**config.mk**
```make
export PLATFORM = sky130hd
export DESIGN_NAME = sram_bus_arbiter_flat
export DESIGN_NICKNAME = d
export VERILOG_FILES = /design/src/rtl/sram_bus_arbiter_if.sv /design/src/rtl/sram_bus_arbiter.sv /design/src/flat_wrapper.sv
export SDC_FILE = /design/constraint.sdc
export NUM_CORES = 1
export LEC_CHECK = 0
export ABC_AREA = 0
export CORE_MARGIN = 5
export CORE_UTILIZATION = 46
export DETAILED_ROUTE_END_ITERATION = 10
export PLACE_DENSITY = 0.93
export RECOVER_POWER = 100
export REMOVE_ABC_BUFFERS = 1
export SLEW_MARGIN = 10
export SYNTH_ARGS = -nofsm -noshare
export SYNTH_HDL_FRONTEND = slang
export SYNTH_SLANG_ARGS = --single-unit
```
**constraint.sdc**
```tcl
create_clock -name i_clk -period 7 [get_ports i_clk]
set_clock_uncertainty 0.1 [all_clocks]
set_input_delay 1.05 -clock i_clk [delete_from_list [all_inputs] [get_ports i_clk]]
set_output_delay 1.05 -clock i_clk [all_outputs]
set_load 0.03 [all_outputs]
```
**src/rtl/sram_bus_arbiter_if.sv**
```systemverilog
// One stall-based sram port: the requester drives en/we/addr/wdata, the arbiter returns rdata/stall/timeout.
interface sram_bus_arbiter_if #(
    parameter int ADDR_W = 32,
    parameter int DATA_W = 32
);
    logic              en;
    logic [3:0]        we;
    logic [ADDR_W-1:0] addr;
    logic [DATA_W-1:0] wdata;
    logic [DATA_W-1:0] rdata;
    logic              stall;
    logic              timeout;

    modport master (
        output en, we, addr, wdata,
        input  rdata, stall, timeout
    );

    modport slave (
        input  en, we, addr, wdata,
        output rdata, stall, timeout
    );
endinterface

```
**src/rtl/sram_bus_arbiter.sv**
```systemverilog
// Round-robin share of one request/done memory port between ibus and dbus stall-based sram masters.
// One access outstanding; grant edge starts it, mem_done (or timeout) ends it, one idle bubble between accesses.
module sram_bus_arbiter #(
    parameter int ADDR_W  = 32,
    parameter int DATA_W  = 32,
    parameter int TIMEOUT = 256
) (
    input  logic              i_clk,
    input  logic              i_rst,
    sram_bus_arbiter_if.slave ibus,
    sram_bus_arbiter_if.slave dbus,
    output logic              o_mem_en,
    output logic [3:0]        o_mem_we,
    output logic [ADDR_W-1:0] o_mem_addr,
    output logic [DATA_W-1:0] o_mem_wdata,
    input  logic [DATA_W-1:0] i_mem_rdata,
    input  logic              i_mem_done
);

    localparam int CNT_W = (TIMEOUT > 1) ? $clog2(TIMEOUT) : 1;
    localparam logic [CNT_W-1:0] CNT_LAST = CNT_W'(TIMEOUT - 1);
    localparam logic TIMEOUT_EN = (TIMEOUT > 0);

    typedef enum logic {IDLE, BUSY} state_t;
    typedef enum logic {PORT_I, PORT_D} port_t;

    state_t r_state;
    state_t w_state_nxt;
    port_t  r_owner;
    port_t  r_last_grant;
    port_t  w_grant;
    logic   w_grant_vld;

    logic [CNT_W-1:0]  r_cnt;
    logic              r_mem_en;
    logic [3:0]        r_mem_we;
    logic [ADDR_W-1:0] r_mem_addr;
    logic [DATA_W-1:0] r_mem_wdata;
    logic [DATA_W-1:0] r_ibus_rdata;
    logic [DATA_W-1:0] r_dbus_rdata;
    logic              r_ibus_timeout;
    logic              r_dbus_timeout;

    logic w_busy;
    logic w_i_match;
    logic w_d_match;
    logic w_match;
    logic w_done;
    logic w_expire;
    logic w_complete;
    logic w_end;
    logic w_is_read;

    // The mem_* registers double as the latched request record.
    assign w_i_match = ibus.en && (ibus.we == r_mem_we) && (ibus.addr == r_mem_addr)
                       && (ibus.wdata == r_mem_wdata);
    assign w_d_match = dbus.en && (dbus.we == r_mem_we) && (dbus.addr == r_mem_addr)
                       && (dbus.wdata == r_mem_wdata);
    assign w_match   = (r_owner == PORT_D) ? w_d_match : w_i_match;

    assign w_busy     = (r_state == BUSY);
    assign w_is_read  = (r_mem_we == 4'b0000);
    assign w_done     = w_busy && i_mem_done;
    // A done in the expiry cycle wins, so expiry requires its absence.
    assign w_expire   = TIMEOUT_EN && w_busy && !i_mem_done && (r_cnt == CNT_LAST);
    assign w_complete = (w_done && w_match) || w_expire;
    assign w_end      = w_done || w_expire;

    always_ff @(posedge i_clk) begin
        if (i_rst) begin
            r_state <= IDLE;
        end else begin
            r_state <= w_state_nxt;
        end
    end

    always_comb begin
        w_state_nxt = r_state;
        w_grant_vld = 1'b0;
        w_grant     = PORT_I;
        case (r_state)
            IDLE: begin
                if (ibus.en || dbus.en) begin
                    w_grant_vld = 1'b1;
                    w_state_nxt = BUSY;
                    if (dbus.en && (!ibus.en || (r_last_grant == PORT_I))) begin
                        w_grant = PORT_D;
                    end
                end
            end
            BUSY: begin
                if (w_end) begin
                    w_state_nxt = IDLE;
                end
            end
            default: w_state_nxt = IDLE;
        endcase
    end

    always_ff @(posedge i_clk) begin
        if (i_rst) begin
            r_mem_en       <= 1'b0;
            r_mem_we       <= '0;
            r_mem_addr     <= '0;
            r_mem_wdata    <= '0;
            r_owner        <= PORT_I;
            r_last_grant   <= PORT_I;
            r_cnt          <= '0;
            r_ibus_rdata   <= '0;
            r_dbus_rdata   <= '0;
            r_ibus_timeout <= 1'b0;
            r_dbus_timeout <= 1'b0;
        end else begin
            if (w_grant_vld) begin
                r_mem_en     <= 1'b1;
                r_owner      <= w_grant;
                r_last_grant <= w_grant;
                r_cnt        <= '0;
                if (w_grant == PORT_D) begin
                    r_mem_we    <= dbus.we;
                    r_mem_addr  <= dbus.addr;
                    r_mem_wdata <= dbus.wdata;
                end else begin
                    r_mem_we    <= ibus.we;
                    r_mem_addr  <= ibus.addr;
                    r_mem_wdata <= ibus.wdata;
                end
            end else if (w_end) begin
                r_mem_en <= 1'b0;
            end else if (w_busy) begin
                r_cnt <= r_cnt + CNT_W'(1);
            end

            // A timed-out read returns zero so the requester never consumes stale data.
            if (w_is_read && ((w_done && w_match) || w_expire)) begin
                if (r_owner == PORT_D) begin
                    r_dbus_rdata <= w_expire ? '0 : i_mem_rdata;
                end else begin
                    r_ibus_rdata <= w_expire ? '0 : i_mem_rdata;
                end
            end

            r_ibus_timeout <= w_expire && (r_owner == PORT_I);
            r_dbus_timeout <= w_expire && (r_owner == PORT_D);
        end
    end

    assign ibus.stall   = ibus.en && !(w_complete && (r_owner == PORT_I));
    assign dbus.stall   = dbus.en && !(w_complete && (r_owner == PORT_D));
    assign ibus.rdata   = r_ibus_rdata;
    assign dbus.rdata   = r_dbus_rdata;
    assign ibus.timeout = r_ibus_timeout;
    assign dbus.timeout = r_dbus_timeout;

    assign o_mem_en    = r_mem_en;
    assign o_mem_we    = r_mem_we;
    assign o_mem_addr  = r_mem_addr;
    assign o_mem_wdata = r_mem_wdata;

endmodule

```
**src/flat_wrapper.sv**
```systemverilog
// flat-port wrapper written by rule: the top's interface ports become plain ports
module sram_bus_arbiter_flat 
#(
    parameter int ADDR_W  = 32,
    parameter int DATA_W  = 32,
    parameter int TIMEOUT = 256
)
  (i_clk, i_rst, o_mem_en, o_mem_we, o_mem_addr, o_mem_wdata, i_mem_rdata, i_mem_done, ibus_en, ibus_we, ibus_addr, ibus_wdata, ibus_rdata, ibus_stall, ibus_timeout, dbus_en, dbus_we, dbus_addr, dbus_wdata, dbus_rdata, dbus_stall, dbus_timeout);
  sram_bus_arbiter_if #(.ADDR_W(ADDR_W), .DATA_W(DATA_W)) ibus_i ();
  sram_bus_arbiter_if #(.ADDR_W(ADDR_W), .DATA_W(DATA_W)) dbus_i ();
  input  logic i_clk;
  input  logic i_rst;
  output logic o_mem_en;
  output logic [3:0] o_mem_we;
  output logic [ADDR_W-1:0] o_mem_addr;
  output logic [DATA_W-1:0] o_mem_wdata;
  input  logic [DATA_W-1:0] i_mem_rdata;
  input  logic i_mem_done;
  input wire logic [$bits(ibus_i.en)-1:0] ibus_en;
  input wire logic [$bits(ibus_i.we)-1:0] ibus_we;
  input wire logic [$bits(ibus_i.addr)-1:0] ibus_addr;
  input wire logic [$bits(ibus_i.wdata)-1:0] ibus_wdata;
  output wire logic [$bits(ibus_i.rdata)-1:0] ibus_rdata;
  output wire logic [$bits(ibus_i.stall)-1:0] ibus_stall;
  output wire logic [$bits(ibus_i.timeout)-1:0] ibus_timeout;
  input wire logic [$bits(dbus_i.en)-1:0] dbus_en;
  input wire logic [$bits(dbus_i.we)-1:0] dbus_we;
  input wire logic [$bits(dbus_i.addr)-1:0] dbus_addr;
  input wire logic [$bits(dbus_i.wdata)-1:0] dbus_wdata;
  output wire logic [$bits(dbus_i.rdata)-1:0] dbus_rdata;
  output wire logic [$bits(dbus_i.stall)-1:0] dbus_stall;
  output wire logic [$bits(dbus_i.timeout)-1:0] dbus_timeout;
  assign ibus_i.en = ibus_en;
  assign ibus_i.we = ibus_we;
  assign ibus_i.addr = ibus_addr;
  assign ibus_i.wdata = ibus_wdata;
  assign ibus_rdata = ibus_i.rdata;
  assign ibus_stall = ibus_i.stall;
  assign ibus_timeout = ibus_i.timeout;
  assign dbus_i.en = dbus_en;
  assign dbus_i.we = dbus_we;
  assign dbus_i.addr = dbus_addr;
  assign dbus_i.wdata = dbus_wdata;
  assign dbus_rdata = dbus_i.rdata;
  assign dbus_stall = dbus_i.stall;
  assign dbus_timeout = dbus_i.timeout;
  sram_bus_arbiter #(.ADDR_W(ADDR_W), .DATA_W(DATA_W), .TIMEOUT(TIMEOUT)) u_core (.i_clk(i_clk), .i_rst(i_rst), .ibus(ibus_i), .dbus(dbus_i), .o_mem_en(o_mem_en), .o_mem_we(o_mem_we), .o_mem_addr(o_mem_addr), .o_mem_wdata(o_mem_wdata), .i_mem_rdata(i_mem_rdata), .i_mem_done(i_mem_done));
endmodule
```
# Word level (Yosys, flattened, before mapping)
# Cells that the tools add are included.
# classes
addsub	1
eq_ne	7
bitwise	3
n_reduce_logical	32
n_mux	14
# op_table
cell	count
32-bit equality test	4
32-bit two-way mux	3
1-bit logical AND	18
1-bit two-way mux	9
8-bit by 1-bit adder with 8-bit output, second input constant	1
4-bit equality test	2
8-bit equality test, second input constant	1
2-bit AND reduction	3
1-bit logical NOT	4
4-bit logical NOT	1
1-bit logical OR	4
4-bit two-way mux	1
1-bit inverter	3
1-bit one-hot mux with 2 select lines	1
2-bit nonzero test	1
2-bit OR reduction	1
# totals
ff_bits	145
wordCells	68

# Logic depth before layout (Yosys ltp)
# logic_depth
ltp_word	10
mapped_depth	8

# Worst setup path before layout
# Ideal clock, no wire load.
# synth_timing
path_kind	input port to output port
from	input port ibus_addr[27]
to	output port ibus_stall
path_stages	6
t_required_ps	5850
arrival_time_ps	2557
n_path_buf	0
slack_ps	3293
cell_sequence	clkinv_1 > a22o_1 > or4_4 > a2111oi_4 > a41o_1 > nor2_1
# synth_via
elab_chain_len	9
# synth_lines
item	line	text
start, declared	flat_wrapper.sv:21	input wire logic [$bits(ibus_i.addr)-1:0] ibus_addr;
32-bit equality test	sram_bus_arbiter.sv:55	assign w_i_match = ibus.en && (ibus.we == r_mem_we) && (ibus.addr == r_mem_addr)
1-bit logical AND	sram_bus_arbiter.sv:55	
1-bit logical AND	sram_bus_arbiter.sv:56	&& (ibus.wdata == r_mem_wdata);
1-bit two-way mux	sram_bus_arbiter.sv:59	assign w_match = (r_owner == PORT_D) ? w_d_match : w_i_match;
1-bit logical AND	sram_bus_arbiter.sv:66	assign w_complete = (w_done && w_match) || w_expire;
1-bit logical OR	sram_bus_arbiter.sv:66	
1-bit logical AND	sram_bus_arbiter.sv:148	assign ibus.stall = ibus.en && !(w_complete && (r_owner == PORT_I));
1-bit logical NOT	sram_bus_arbiter.sv:148	
1-bit logical AND	sram_bus_arbiter.sv:148	
end, declared	flat_wrapper.sv:24	output wire logic [$bits(ibus_i.stall)-1:0] ibus_stall;
# Every way passes these cells.

# Worst setup path after layout
# layout_timing
from	input port ibus_en
to	register u_core.r_mem_addr[29] (netlist: u_core.o_mem_addr[29])
# layout_via
elab_chain_len	7
word_cells_on_any_way	10
classes_between	mux: 6; reduce/logical: 4
# layout_lines
item	line	text
start, declared	flat_wrapper.sv:19	input wire logic [$bits(ibus_i.en)-1:0] ibus_en;
1-bit logical NOT	sram_bus_arbiter.sv:86	if (dbus.en && (!ibus.en || (r_last_grant == PORT_I))) begin
1-bit logical OR	sram_bus_arbiter.sv:86	
1-bit logical AND	sram_bus_arbiter.sv:86	
1-bit two-way mux	sram_bus_arbiter.sv:86	
1-bit two-way mux	sram_bus_arbiter.sv:83	if (ibus.en || dbus.en) begin
1-bit two-way mux	sram_bus_arbiter.sv:81	case (r_state)
32-bit two-way mux	sram_bus_arbiter.sv:119	if (w_grant == PORT_D) begin
end signal, assigned	sram_bus_arbiter.sv:121	r_mem_addr <= dbus.addr;
end signal, assigned	sram_bus_arbiter.sv:125	r_mem_addr <= ibus.addr;
end, declared	sram_bus_arbiter.sv:37	logic [ADDR_W-1:0] r_mem_addr;
# Several ways; a longest one is shown, not always the timed one.
# A chain may end at the register's enable or synchronous reset.

==> out/qor.yml <==
run_status:
  status: "finished with violations"
  violations: "max-capacitance violations, max-slew violations"
finish:
  final_area_um2: 10800
  final_cell_mix: "clkdlybuf4s50_1 (167), dfxtp_1 (145), dlygate4sd3_1 (141)"
  drive_gt1_share_pct: 4.33
  multiInputGateArea_um2: 3900
  seq_area_um2: 2900
  mostFrequentLayoutCell: "clkdlybuf4s50_1"
  nets: 1200
  antenna_cells: 0
  syn_to_final_growth_pct: 52.5
  layout.filler_cells: 1106
  layout.cells.non_filler: 1227
global_routing:
  overflow: 0
  antenna_found_initial: 0
  grt_pass1_wl_um: 38800
  grt_max_degree: 108
  grt_pass1_vias: 6898
  grt_usage_pct: 27.8
floorplanning:
  dieArea_um2: 18000
  die_height_um: 134
  pin_count: 310
  fp-row-count: 45
  die-width_um: 134
  coreArea_um2: 15100
  initial_utilization_pct: 46.7
flow_run:
  drv_cap: 5
power:
  leakage_nw: 4.32
  p_sw_share_pct: 32.0
  vdd_drop_max_mv: 0.172
  power.density_cell_area_nw_per_um2: 221
  seqPwrFrac_pct: 39.1
  switchingPower_mw: 0.764
  power_frac_comb_pct: 24.5
  total_power_mw: 2.38
  p_clk_share_pct: 36.4
  p_int_mw: 1.62
yosys:
  avgSynthCellArea_um2: 9.64
  synthCells: 734
  async_reset_ff_share_pct: 0
  synth_largest_area_cell: "dfxtp_1"
  syn-cell-area_um2: 7080
  ys_types: 47
  ys_seq_area_share_pct: 41.0
  synth_edf_count: 0
  synth_top_area_share_pct: 41.0
  yosysWarnings: 0
  synthTopCellsByArea: "dfxtp_1 (41%), xnor2_1 (11%), mux2i_1 (9.2%)"
  ys_ff_latch: 145
  synth_flop_cell: "dfxtp_1"
placement:
  hpwl_um: 19900
  gp_congestion: 0.902
  dpl_cell_area_um2: 10300
  portBuffers: 309
  dp.cells: 1195
drt:
  viasPerCell: 5.65
  drtPass1Iterations: 6
  vias: 6933
  drc: 0
  ant_nets: 0
  initialDrtViolationCount: 545
  wl_per_cell_um: 21.1
  routed_wl_um: 25900
min_path:
  holdCritPathClass: "reg2reg"
timing:
  fmax_mhz: 181
  timing.hold.ws_ns: 0.369
  tightest_slew_ns: 3.45
  slew_viol_final: 253
  setup_viol: 0
  max-slew-margin-rel_pct: -130
  period_share_pct: 78.8
  hold_violations: 0
  period_needed_ns: 5.52
  rsz0062_at_grt: "no"
critical_path:
  r2r_slack_ns: 2.35
  required_ns: 7.21
  crit_arrival_ns: 5.73
  cp_slowest_cell: "clkbuf_1"
  worst-path-max-fanout: 46
  cp-end-kind: "flip-flop"
  crit_type: "in2reg"
  cp_cell_sequence: "dlygate4sd3_1 -> a211oi_4 -> buf_4 -> clkbuf_1 -> mux2i_1 -> a211oi_1"
  startpoint_type: "primary input"
  cp_slowest_stage_delay_ns: 2.45
clock_network:
  clockRootBuffer: "clkbuf_16"
  cts.repair.resized: 0
  cts_buffers: 17
  cts_sinks: 145
  ctsHoldBuffers: 0
  path_clk_slew_ns: 0.07
  cts_setup_buffers: 0
  htreeDepth: 4
  clk_latency_ns: 0.43
  cts_tree: "yes"
  cts_max_path_buffers: 2
-- cells in the mapped netlist, types with 2 or more instances --
library cell,n
mux2i_1,65
nor3_1,3
a211oi_1,69
nor2b_1,13
buf_4,3
nand2_1,7
nor3b_1,2
or3_1,2
nand3_1,4
dfxtp_1,145
xnor2_1,90
buf_1,7
inv_1,17
buf_6,3
buf_2,3
xor2_1,28
a22o_1,65
nand2b_1,11
o2111a_1,2
o22ai_1,3
a21oi_1,9
clkbuf_1,28
nor4_1,13
a2111oi_0,4
nand4_1,26
nor2_1,91
-- routing by layer --
layer	part of all wire, %	vias to the layer above	track usage, %
met5	0	-	0
met3	6.8	60	7.01
li1	-	3275	-
met2	49	295	46.1
met4	3.3	0	10.9
met1	41	3303	34.9
-- registers in the layout (all words and copies together), names as in the netlist --
signal	count
u_core.ibus.rdata	32
u_core.r_state	1
u_core.o_mem_wdata	32
u_core.dbus.timeout	1
u_core.o_mem_we	4
u_core.r_cnt	8
u_core.dbus.rdata	32
u_core.ibus.timeout	1
u_core.o_mem_en	1
u_core.r_last_grant	1
u_core.o_mem_addr	32
-- cell type report --
class                   instances  share of cell area [%]
multi-input cells             526                    36.1
repair buffers                317                    29.0
flip-flops and latches        145                    26.9
clock buffers                  18                    4.07
well taps                     188                    2.18
clock inverters                14                    1.10
inverters                      19                   0.660
-- power by group through the flow --
| stage | sequential, mW | combinational [mW] | clock [mW] |
|---|---|---|---|
| 6_report | 0.931 | 0.584 | 0.868 |
| 5_1_grt | 0.938 | 0.618 | 0.916 |
| 4_1_cts | 0.932 | 0.591 | 0.879 |
| 3_5_place_dp | 0.950 | 0.586 | 0 |
| 3_3_place_gp | 0.947 | 0.578 | 0 |
| 2_1_floorplan | 1.02 | 0.253 | 0 |
-- metrics by stage --
| step | util [%] | worst slack, ns | TNS [ns] |
|---|---|---|---|
| after CTS | 71.6 | 2.14 | 0 |
| after global routing | 71.3 | 1.29 | 0 |
| after detailed placement | 67.9 | 2.17 | 0 |
| final | 71.3 | 1.48 | 0 |
| after floorplan | - | -2.41 | -164.82 |
| after global placement | 67.9 | 2.20 | 0 |
-- cell families after synthesis --
| logic type | after synthesis | synth area share [%] |
|---|---|---|
| buf+inv | 63 | 3.87 |
| mux | 65 | 9.19 |
| compound gates | 163 | 18.7 |
| simple gates | 179 | 12.4 |
| fa+ha+maj | 1 | 0.177 |
| flops | 145 | 41.0 |
| xor+xnor | 118 | 14.6 |
-- path summary, 6_finish.rpt --
kind                              start                    end  depth (start not counted)
setup / recovery                ibus_en  u_core.o_mem_addr[29]                          6
hold / removal    u_core.dbus.rdata[10]  u_core.dbus.rdata[10]                          1
setup reg to reg    u_core.r_last_grant  u_core.o_mem_addr[29]                          5
hold reg to reg   u_core.dbus.rdata[10]  u_core.dbus.rdata[10]                          1
-- critical path: cells and delay by family --
kind	cells	cell delay (ns)
buf+inv	3	3.50
compound gates	2	0.82
mux	1	0.28
(Power assumes the default switching activity.)
